### src/rtl/reg_scoreboard.sv
// reg_scoreboard: register-busy scoreboard for the pipelined MIPS core.
// Each issued destination sets a per-register busy bit. Any of NUM_WB
// writeback ports clears it. Issue stalls on RAW/WAW hazards through
// iss_valid/iss_ready.
// Optional build macro SCOREBOARD_BYPASS_EN: a same-cycle writeback hides
// the busy bit from the hazard check, so a stalled consumer issues without
// waiting an extra cycle. If that writeback meets a new set of the same
// register, the set wins.

// One busy bit for a single architectural register (registers 1..NUM_REGS-1)
module reg_scoreboard_cell (
  input  logic clock,
  input  logic ctrl_reset_n,
  input  logic i_set,
  input  logic i_clr,
  output logic o_busy,
  output logic o_busy_nxt,
  output logic o_busy_eff
);
  logic r_busy;

  // The set term is ORed in last so that a new producer wins over the
  // writeback of the old one.
  assign o_busy_nxt = i_set | (r_busy & ~i_clr);
  assign o_busy     = r_busy;

`ifdef SCOREBOARD_BYPASS_EN
  assign o_busy_eff = r_busy & ~i_clr;
`else
  assign o_busy_eff = r_busy;
`endif

  // Busy state register with synchronous reset
  always_ff @(posedge clock) begin
    if (!ctrl_reset_n) r_busy <= 1'b0;
    else               r_busy <= o_busy_nxt;
  end
endmodule

module reg_scoreboard #(
  parameter int ADDR_W = 5,
  parameter int NUM_WB = 2
) (
  input  logic                     clock,
  input  logic                     ctrl_reset_n,
  input  logic                     iss_valid,
  output logic                     iss_ready,
  input  logic [ADDR_W-1:0]        iss_rs,
  input  logic [ADDR_W-1:0]        iss_rt,
  input  logic [ADDR_W-1:0]        iss_rd,
  input  logic                     iss_rd_we,
  input  logic [NUM_WB-1:0]        wb_valid,
  input  logic [NUM_WB*ADDR_W-1:0] wb_rd,
  output logic [(2**ADDR_W)-1:0]   busy,
  output logic [ADDR_W:0]          busy_cnt,
  output logic                     err_wb_idle
);
  localparam int NUM_REGS = 2**ADDR_W;

  logic [NUM_WB-1:0][ADDR_W-1:0] w_wb_rd;
  logic [NUM_REGS-1:0]           w_busy;
  logic [NUM_REGS-1:0]           w_busy_nxt;
  logic [NUM_REGS-1:0]           w_busy_eff;
  logic                          w_hazard;
  logic                          w_fire;
  logic                          w_err_hit;
  logic [ADDR_W:0]               w_cnt_nxt;
  logic [ADDR_W:0]               r_busy_cnt;
  logic                          r_err;

  // Port k is stored in wb_rd[k*ADDR_W +: ADDR_W]. The packed 2-D view
  // gives the same layout.
  assign w_wb_rd = wb_rd;

  // RAW on either source, WAW on the destination only when it is written
  assign w_hazard  = w_busy_eff[iss_rs] | w_busy_eff[iss_rt] |
                     (iss_rd_we & w_busy_eff[iss_rd]);
  assign iss_ready = ~w_hazard & ctrl_reset_n;
  assign w_fire    = iss_valid & iss_ready;

  // Register 0 is hardwired: never busy, never set, never cleared
  assign w_busy[0]     = 1'b0;
  assign w_busy_nxt[0] = 1'b0;
  assign w_busy_eff[0] = 1'b0;

  for (genvar gi = 1; gi < NUM_REGS; gi++) begin : g_reg
    logic w_set;
    logic w_clr;

    // One-hot decode of the issuing destination
    assign w_set = w_fire & iss_rd_we & (iss_rd == ADDR_W'(gi));

    // OR of all writeback ports that name this register. Several ports
    // naming the same register clear it only once.
    always_comb begin
      w_clr = 1'b0;
      for (int k = 0; k < NUM_WB; k++)
        if (wb_valid[k] && (w_wb_rd[k] == ADDR_W'(gi))) w_clr = 1'b1;
    end

    reg_scoreboard_cell u_cell (
      .clock        (clock),
      .ctrl_reset_n (ctrl_reset_n),
      .i_set        (w_set),
      .i_clr        (w_clr),
      .o_busy       (w_busy[gi]),
      .o_busy_nxt   (w_busy_nxt[gi]),
      .o_busy_eff   (w_busy_eff[gi])
    );
  end

  // Writeback to a non-zero register whose registered busy bit is clear
  always_comb begin
    w_err_hit = 1'b0;
    for (int k = 0; k < NUM_WB; k++)
      if (wb_valid[k] && (w_wb_rd[k] != '0) && !w_busy[w_wb_rd[k]])
        w_err_hit = 1'b1;
  end

  // Popcount of the next busy vector, so busy_cnt tracks busy on the same edge
  always_comb begin
    w_cnt_nxt = '0;
    for (int i = 0; i < NUM_REGS; i++)
      w_cnt_nxt = w_cnt_nxt + (ADDR_W+1)'(w_busy_nxt[i]);
  end

  // Registered count and sticky error flag
  always_ff @(posedge clock) begin
    if (!ctrl_reset_n) begin
      r_busy_cnt <= '0;
      r_err      <= 1'b0;
    end else begin
      r_busy_cnt <= w_cnt_nxt;
      if (w_err_hit) r_err <= 1'b1;
    end
  end

  assign busy        = w_busy;
  assign busy_cnt    = r_busy_cnt;
  assign err_wb_idle = r_err;
endmodule

### config.mk
export PLATFORM = sky130hd
export DESIGN_NAME = reg_scoreboard
export DESIGN_NICKNAME = d
export VERILOG_FILES = /design/src/rtl/reg_scoreboard.sv
export SDC_FILE = /design/constraint.sdc
export NUM_CORES = 1
export LEC_CHECK = 0
export CAP_MARGIN = 5
export CORE_MARGIN = 10
export CORE_UTILIZATION = 30
export DETAILED_ROUTE_END_ITERATION = 8
export GPL_ROUTABILITY_DRIVEN = 0
export PLACE_DENSITY = 0.62
export SLEW_MARGIN = 0
export SYNTH_ARGS = -nofsm -noshare
export SYNTH_HDL_FRONTEND = slang
export SYNTH_SLANG_ARGS = --single-unit
### constraint.sdc
create_clock -name clock -period 9.8 [get_ports clock]
set_input_delay 1.47 -clock clock [delete_from_list [all_inputs] [get_ports clock]]
set_output_delay 1.47 -clock clock [all_outputs]
set_load 0.03 [all_outputs]
# Word-level counts from Yosys, hierarchy flattened
# Index checks and enable logic that the tools add are counted.
# classes
magnitude_cmp,5
reduce_logical,70
bitwise_logic,131
muxes,74
n_eq_ne,93
n_addsub,30
# op_table
cell,count
"equality test 5 bit, second input constant",48
adder 6 x 1 -> 6 bit,25
"equality test 5 x 4 -> 1 bit, second input constant",24
two-way mux 1 bit,69
bitwise AND 1 bit,66
logical AND 1 bit,66
"equality test 5 x 3 -> 1 bit, second input constant",12
bitwise OR 1 bit,33
inverter 1 bit,32
"equality test 5 x 2 -> 1 bit, second input constant",6
"less-than comparator 5 x 6 -> 1 bit, second input constant",5
binary-select mux 1 bit (select 5 bit),5
"equality test 5 x 1 -> 1 bit, second input constant",3
nonzero test 5 bit,2
adder 5 x 1 -> 6 bit,1
adder 4 x 1 -> 5 bit,1
adder 3 x 1 -> 4 bit,1
adder 2 x 1 -> 3 bit,1
adder 1 x 1 -> 2 bit,1
zero test 1 bit,2
# totals
ff_bits,38
in_bits,31
wordCells,436

# Depth between registers and ports, before layout
# Gate-level depths: netlist (run 1).
# logic_depth
word_depth,40
ltp_mapped,25
mapped_depth_nobuf,22

# Cells and area by module
# From an unflattened synthesis (run 1), not the netlist that was laid out.
# unflattened
cells_unflattened,503
area_unflattened_um2,4753.3
# by_module_without_submodules
mod,area_per_inst_um2,cells_each,n_inst,seq_area_each_um2
reg_scoreboard,3046.7,348,1,140.1
reg_scoreboard_cell,55.1,5,31,20.0

# Least setup slack after synthesis (run 1)
# No wires, ideal clock.
# synth_path
path_kind,input to register
from,in iss_rt[0]
to,"reg r_busy_cnt[4], in the netlist busy_cnt[4]"
setup_ns,0.128
path_stages,23
slack_ns,2.047
arrival_ns,7.625
path_cell_list,buf_2 > buf_2 > mux4_2 > o211a_1 > nor4_2 > nand4b_1 > buf_2 > o21ba_1 > fa_1 > fa_1 > inv_1 > fa_1 > fa_1 > fa_1 > fa_1 > inv_1 > fa_1 > fa_1 > inv_1 > a21o_1 > a21oi_1 > xor2_1 > nor2_1
# synth_between
elab_chain_cells,40
word_cells_on_any_way,100
classes_between,add/sub (30); mux (2); bitwise (68)
# synth_rtl
element,line,text
start: declaration,49,"input logic [ADDR_W-1:0] iss_rt,"
binary-select mux 1 bit (select 5 bit) *,76,assign w_hazard = w_busy_eff[iss_rs] | w_busy_eff[iss_rt] |
two-way mux 1 bit (not written as such) *,76,
bitwise OR 1 bit * (2 in a row),76,
inverter 1 bit *,78,assign iss_ready = ~w_hazard & ctrl_reset_n;
bitwise AND 1 bit *,78,
bitwise AND 1 bit *,79,assign w_fire = iss_valid & iss_ready;
bitwise AND 1 bit *,91,assign w_set = w_fire & iss_rd_we & (iss_rd == ADDR_W'(gi));
bitwise AND 1 bit,91,
bitwise OR 1 bit,24,assign o_busy_nxt = i_set | (r_busy & ~i_clr);
adder 1 x 1 -> 2 bit,124,w_cnt_nxt = w_cnt_nxt + (ADDR_W+1)'(w_busy_nxt[i]);
adder 2 x 1 -> 3 bit,124,
adder 3 x 1 -> 4 bit,124,
adder 4 x 1 -> 5 bit,124,
adder 5 x 1 -> 6 bit,124,
adder 6 x 1 -> 6 bit (24 in a row),124,
adder 6 x 1 -> 6 bit *,124,
end signal: assignment,133,r_busy_cnt <= w_cnt_nxt;
end: declaration,68,logic [ADDR_W:0] r_busy_cnt;
# Every way passes the cells marked *; elsewhere a longest branch is shown, timed or not. The select of a mux whose other input is x is not followed.
# A chain may end at the register's enable or synchronous reset.

# Worst setup path in the final report (run 1)
# layout_path
from,in ctrl_reset_n
to,"reg r_busy_cnt[4], in the netlist busy_cnt[4]"
# layout_between
elab_chain_cells,35
word_cells_on_any_way,95
classes_between,add/sub (30); bitwise (65)
# layout_rtl
element,line,text
start: declaration,45,"input logic ctrl_reset_n,"
bitwise AND 1 bit,78,
bitwise AND 1 bit,79,
bitwise AND 1 bit (2 in a row),91,
bitwise OR 1 bit,24,
adder 1 x 1 -> 2 bit,124,
adder 2 x 1 -> 3 bit,124,
adder 3 x 1 -> 4 bit,124,
adder 4 x 1 -> 5 bit,124,
adder 5 x 1 -> 6 bit,124,
adder 6 x 1 -> 6 bit (25 in a row),124,
# Parallel ways exist; a longest one is shown, timed or not.

==> results.toml, run 1 <==
[setup_path]
timing.critical_path.buf_inv = 7
critPathArrivalTime_ns = 8.82
worstRegToRegCells = 22
crit_path_end_kind = "flop"
cp_slowest_cell = "sky130_fd_sc_hd__fa_1"
rr_endpoint = "busy_cnt[4]"
setup.worst_path.start_class = "input pin"
crit-reg2reg-launch = "g_reg[5].u_cell.o_busy"
critPathMaxFanout = 30
worst_path_dominant_cell_family = "adder cells"
critical_path_class = "in -> reg"
timing.critical_path.required_ns = 9.94
ff2ff_setup_slack_ns = 2.83
critical-path-max-stage-delay_ns = 0.55
cpMostUsedCell = "sky130_fd_sc_hd__fa_1"
cell_by_cell_trace_of_the_critical_path = "clkdlybuf4s50_1, buf_4, inv_1, a311oi_1, a221oi_1, nor4_2, nand4b_1, buf_4, o21ba_1, fa_1, fa_1, inv_1, fa_1, fa_1, fa_1, fa_1, inv_1, fa_1, fa_1, inv_1, a21o_1, a21oi_1, xor2_1, nor2_1"

[floorplan]
floorplan.io_pins = 71
die-area_mm2 = 0.01969
chipHeight_um = 140.3
fp.coreArea_mm2 = 0.01404
initial_core_utilization_pct = 30.93
rows = 43
die_w_um = 140.3

[synthesis]
netlist-cell-type-count = 61
postSynthCellCount = 499
area_of_the_mapped_netlist_mm2 = 0.004343
avgSynthCellArea_um2 = 8.703
synth_net_count = 560
synth.yosys.seq_area_share_pct = 17.52
count_of_warnings_emitted_by_yosys = 0
synth_ff_type = "sky130_fd_sc_hd__dfxtp_1"
synth_edf_count = 0
ys_async_sr_fraction_pct = 0
ys_seq_elements = 38

[layout]
fill_cell_instance_count_of_the_final_layout = 1427
antenna_cells_inserted = 0
layout.nets = 576
mostFrequentLayoutCell = "sky130_fd_sc_hd__clkdlybuf4s50_1"
syn2layout_area_growth_pct = 17.00
final_layout_size_suffix_gt1_share_pct = 10.47
mostFrequentLayoutCells = "sky130_fd_sc_hd__clkdlybuf4s50_1, sky130_fd_sc_hd__nand2_1, sky130_fd_sc_hd__dfxtp_1"

[drt]
post_drt_wl_per_cell_um = 22.56
drt-initial-drc-count = 472
post-route-drc-count = 0
detailroute.via_count = 4331
via_per_inst = 6.223
drtPass1Iterations = 6
detail_route.wirelength_um = 15710
postRouteAntennaNets = 0

[clock_network]
htree_num_levels = 2
cts_made_buffers = 5
cts.path.max_buffers = 2
cts-root-buf = "sky130_fd_sc_hd__clkbuf_16"
cts_repair_resize_count = 0
clock_insertion_delay_worst_skew_ns = 0.28
cts_clock_pin_slew_for_the_worst_setup_and_hold_paths_ns = 0.06
cts_sink_cnt = 38
tritoncts = "done"
post_cts_buffers = 0
cts-hold-fix-buffers = 0

[placed_design]
port_buffers = 69
hpwl_um = 11940

[sta]
worst-slew-pin-transition_ns = 0.9209
period_share_pct = 88.53
finalHoldViolations = 0
grt_setup_unrepaired = "false"
fin_tns_setup_ns = 0
setup_viol_count_final = 0
hold-worst-slack_ns = 0.5272
timing.max_slew.rel_slack_pct = 37.02
timing_max_transition_violations_final = 0
achievable-frequency_mhz = 115.3
clock_period_minus_final_worst_setup_slack_ns = 8.676
clock_skew_ns = 0.007576

[status]
status = "completed"

[grt]
largest_net_degree_at_the_start_of_global_routing = 31
first_pass_grt_wire_length_um = 24180
grt_pass1_vias = 4329
grt-ovfl-total = 0
grt.total_usage_pct = 15.00
antenna_found_initial = 0

[min_path]
hold_class = "reg -> reg"
holdPathStages = 1
timing.hold.worst.start = "err_wb_idle"
hold_end = "err_wb_idle"

[power]
power.density_cell_area_mw_per_mm2 = 88.51
max_rail_drop_vdd_mv = 0.06412
power.static_leakage_uw = 0.001792

[run]
maxCapViolations = 0
[metrics by stage]
stage                     std cells  total power, uW  cell area (um2)  worst slack, ns  utilization, %
final                           696            449.7             5081            1.124           36.18
after global routing            696            462.0             5081           0.7778           36.18
after CTS                       696            447.7             5081            1.161           36.18
after detailed placement        688            266.0             4916           0.9109           35.01
after global placement          688            265.6             4916            1.022           35.01
after floorplan                 499            230.2             4343            2.047               -
[cell usage after synthesis (all sizes together), types with 2 or more instances]
library cell,n,area (um2)
a31oi,6,37.54
ha,7,87.58
a21oi,6,30.03
mux2i,11,110.1
nand2b,8,50.05
fa,23,460.4
nor2,20,75.07
a221oi,14,122.6
dfxtp,38,760.7
nand3,13,65.06
a2111oi,4,53.81
nand4b,2,17.52
a311oi,2,17.52
mux2,7,78.83
and3,6,37.54
clkbuf,18,67.56
o2111ai,2,17.52
o221ai,2,17.52
xor2,2,17.52
o21a,3,22.52
and2,2,12.52
o21ai,30,150.1
a22oi,12,90.09
nor3,10,50.05
o21ba,5,50.05
mux4,28,630.6
a41oi,2,17.52
inv,36,135.1
nand2,66,247.7
a211oi,2,15.01
o31ai,2,15.01
nor4,2,18.77
nor2b,18,112.6
a32oi,3,26.28
o22ai,20,125.1
buf,49,327.8
[how the worst max path moves through the flow]
stage,cells after the start,slack (ns),endpoint,start
global route,23,0.78,busy_cnt[4],iss_rt[0]
global placement,24,1.02,busy_cnt[4],iss_rs[1]
CTS,23,1.16,busy_cnt[4],iss_rs[1]
finish,24,1.12,busy_cnt[4],ctrl_reset_n
detailed placement,23,0.91,busy_cnt[4],iss_rs[1]
floorplan,23,2.05,busy_cnt[4],iss_rt[0]
[layout make-up]
class	count	area [um2]	share of cell area (%)
Sequential cell	38	760.7	14.97
Tap cell	180	225.2	4.432
Timing Repair Buffer	76	743.2	14.63
Inverter	36	135.1	2.659
Clock buffer	5	125.1	2.462
Clock inverter	3	40.04	0.7880
Multi-Input combinational cell	358	3052	60.06
[per-layer routing]
layer	track usage (%)	share of wire, %	vias up
li1	-	-	1832
met1	19.62	40	2065
met2	23.52	45	367
met3	2.975	12	67
met4	6.141	4.0	0
met5	0	0	-
[sequential cells by signal (all words and copies together), names as in the netlist]
name and cells:
busy_cnt 6, err_wb_idle 1, g.u_cell.o_busy 31
[where the power goes]
part	switching [uW]	leakage (uW)	internal [uW]
Combinational	65.6	0.00140	41.3
Clock	64.3	0.0000836	119
Sequential	2.81	0.000307	157
[cells by family after synthesis]
| group | after synthesis | synth area share [%] |
|---|---|---|
| adder cells (fa/ha/maj) | 30 | 12.62 |
| AO/OA/AOI/OAI | 125 | 20.97 |
| XOR/XNOR | 3 | 0.6051 |
| flip-flops | 38 | 17.52 |
| multiplexers | 46 | 18.87 |
| other | 1 | 0.08635 |
| buffers and inverters | 103 | 12.22 |
| AND/OR/NAND/NOR | 153 | 17.11 |
Note: power is estimated with default switching activity, not from simulation.
==> inputs of run 2 (changes only) <==
--- a/config.mk
+++ b/config.mk
@@ -7,10 +7,10 @@
 export LEC_CHECK = 0
 export CAP_MARGIN = 5
 export CORE_MARGIN = 10
-export CORE_UTILIZATION = 30
+export CORE_UTILIZATION = 35
 export DETAILED_ROUTE_END_ITERATION = 8
 export GPL_ROUTABILITY_DRIVEN = 0
-export PLACE_DENSITY = 0.62
+export PLACE_DENSITY = 0.68
 export SLEW_MARGIN = 0
 export SYNTH_ARGS = -nofsm -noshare
 export SYNTH_HDL_FRONTEND = slang
==> results.toml, run 2 (synthesized netlist as in run 1, its figures left out) <==
[grt]
first_pass_grt_wire_length_um = 25580
antenna_found_initial = 0
largest_net_degree_at_the_start_of_global_routing = 31
grt-ovfl-total = 0
grt.total_usage_pct = 17.92
grt_pass1_vias = 4512

[status]
status = "completed"

[power]
power.share.combinational_pct = 22.3
power.static_leakage_uw = 0.001805
power.share.switching_pct = 27.48
power.density_cell_area_mw_per_mm2 = 94.87
finalPower_uw = 483.8
power.clock.fraction_pct = 44.8
power.net_switching_uw = 132.9
max_rail_drop_vdd_mv = 0.07663
seq_power_share_pct = 32.9
power_report.internal_total_uw = 350.9

[setup_path]
cp_slowest_cell = "sky130_fd_sc_hd__clkdlybuf4s50_1"
crit-reg2reg-launch = "g_reg[6].u_cell.o_busy"
rr_endpoint = "busy_cnt[4]"
timing.critical_path.buf_inv = 5
cpMostUsedCell = "sky130_fd_sc_hd__fa_1"
worst_path_dominant_cell_family = "adder cells"
critical_path_class = "in -> reg"
critPathMaxFanout = 30
timing.critical_path.required_ns = 9.96
critPathArrivalTime_ns = 8.87
setup.worst_path.start_class = "input pin"
worstRegToRegCells = 23
critical-path-max-stage-delay_ns = 0.87
crit_path_end_kind = "flop"
ff2ff_setup_slack_ns = 2.66
cell_by_cell_trace_of_the_critical_path = "clkdlybuf4s50_1, mux4_2, nand3_1, o21ai_1, a2111oi_4, nand4b_1, buf_4, o21ba_1, fa_1, fa_1, inv_1, fa_1, fa_1, fa_1, fa_1, inv_1, fa_1, fa_1, inv_1, a21o_1, a21oi_1, xor2_1, nor2_1"

[layout]
mostFrequentLayoutCells = "sky130_fd_sc_hd__clkdlybuf4s50_1, sky130_fd_sc_hd__nand2_1, sky130_fd_sc_hd__dfxtp_1"
mostFrequentLayoutCell = "sky130_fd_sc_hd__clkdlybuf4s50_1"
syn2layout_area_growth_pct = 17.43
layout.nets = 576
fill_cell_instance_count_of_the_final_layout = 1194
antenna_cells_inserted = 0
final_core_util_pct = 42.28
final_layout_size_suffix_gt1_share_pct = 10.47
largest_register_ffs = 31

[placed_design]
port_buffers = 69
hpwl_um = 12020
placement.setup.worst_slack_ns = 0.8322

[sta]
period_share_pct = 88.85
worst-slew-pin-transition_ns = 0.9325
grt_setup_unrepaired = "false"
setup_viol_count_final = 0
final_critical_path_setup_slack_ns = 1.093
fin_tns_setup_ns = 0
clock_period_minus_final_worst_setup_slack_ns = 8.707
timing_max_transition_violations_final = 0
timing.max_slew.rel_slack_pct = 36.23
clock_skew_ns = 0.006812
achievable-frequency_mhz = 114.8
finalHoldViolations = 0
hold-worst-slack_ns = 0.5234

[floorplan]
die-area_mm2 = 0.01726
die_w_um = 131.4
fp.coreArea_mm2 = 0.01206
rows = 40
floorplan.io_pins = 71
chipHeight_um = 131.4
initial_core_utilization_pct = 36.01

[min_path]
timing.hold.worst.start = "err_wb_idle"
holdPathStages = 1
hold_class = "reg -> reg"
hold_end = "err_wb_idle"

[clock_network]
cts_made_buffers = 5
htree_num_levels = 2
post_cts_buffers = 0
tritoncts = "done"
cts-hold-fix-buffers = 0
cts_repair_resize_count = 0
cts.path.max_buffers = 2
cts_sink_cnt = 38
clock_insertion_delay_worst_skew_ns = 0.29
cts_clock_pin_slew_for_the_worst_setup_and_hold_paths_ns = 0.06
cts-root-buf = "sky130_fd_sc_hd__clkbuf_16"

[drt]
drt-initial-drc-count = 748
post_drt_wl_per_cell_um = 23.25
via_per_inst = 6.379
post-route-drc-count = 0
postRouteAntennaNets = 0
detail_route.wirelength_um = 15900
drtPass1Iterations = 6
detailroute.via_count = 4363

[run]
maxCapViolations = 0
[run 2: changes by cell type in the layout (fill, tap and decap cells not counted)]
cell,previous run,this run
sky130_fd_sc_hd__bufinv_16,1,2
sky130_fd_sc_hd__clkinv_2,2,0
sky130_fd_sc_hd__clkbuf_8,0,1
[run 2: per-stage QoR]
step | instance area [um2] | instances
after floorplan | 4343 | 499
after global placement | 4901 | 676
after detailed placement | 4901 | 676
after CTS | 5100 | 684
after global routing | 5100 | 684
final | 5100 | 684
[run 2: worst max path at each step]
stage                    from          end  slack [ns]  cells past startpoint
finish              iss_rs[1]  busy_cnt[4]        1.09                     23
global route        iss_rs[1]  busy_cnt[4]        0.71                     23
CTS                 iss_rs[1]  busy_cnt[4]        1.12                     23
detailed placement  iss_rs[1]  busy_cnt[4]        0.83                     23
global placement    iss_rs[1]  busy_cnt[4]        1.08                     23
floorplan           iss_rt[0]  busy_cnt[4]        2.05                     23
[run 2: metal layers]
metal	track usage [%]	wire length, um	share of wire (%)	vias to the layer above
li1	-	-	-	1838
met1	23.28	6177	39	2075
met2	28.02	7145	45	374
met3	4.649	1905	12	76
met4	6.428	675	4.2	0
met5	0	0	0	-
[run 2: cell type report]
class	instances	area, um2	share of cell area (%)
multi-input combinational	358	3052	59.84
sequential	38	760.7	14.92
timing repair buffer	76	743.2	14.57
tap	168	210.2	4.122
clock buffer	6	138.9	2.723
inverter	36	135.1	2.650
clock inverter	2	60.06	1.178
[run 2: power by group through the flow]
stage          Clock, uW  Combinational, uW  Sequential, uW
4_1_cts              218                105             159
3_3_place_gp           0                103             163
2_1_floorplan          0               66.4             164
5_1_grt              224                116             159
3_5_place_dp           0                104             163
6_report             217                108             159
==> inputs of run 3 (changes only) <==
--- a/config.mk
+++ b/config.mk
@@ -5,6 +5,7 @@
 export SDC_FILE = /design/constraint.sdc
 export NUM_CORES = 1
 export LEC_CHECK = 0
+export ABC_CLOCK_PERIOD_IN_PS = 9800
 export CAP_MARGIN = 5
 export CORE_MARGIN = 10
 export CORE_UTILIZATION = 35
==> results of run 3 <==
No change in the layout: final DEF, timing and power equal those of run 2.
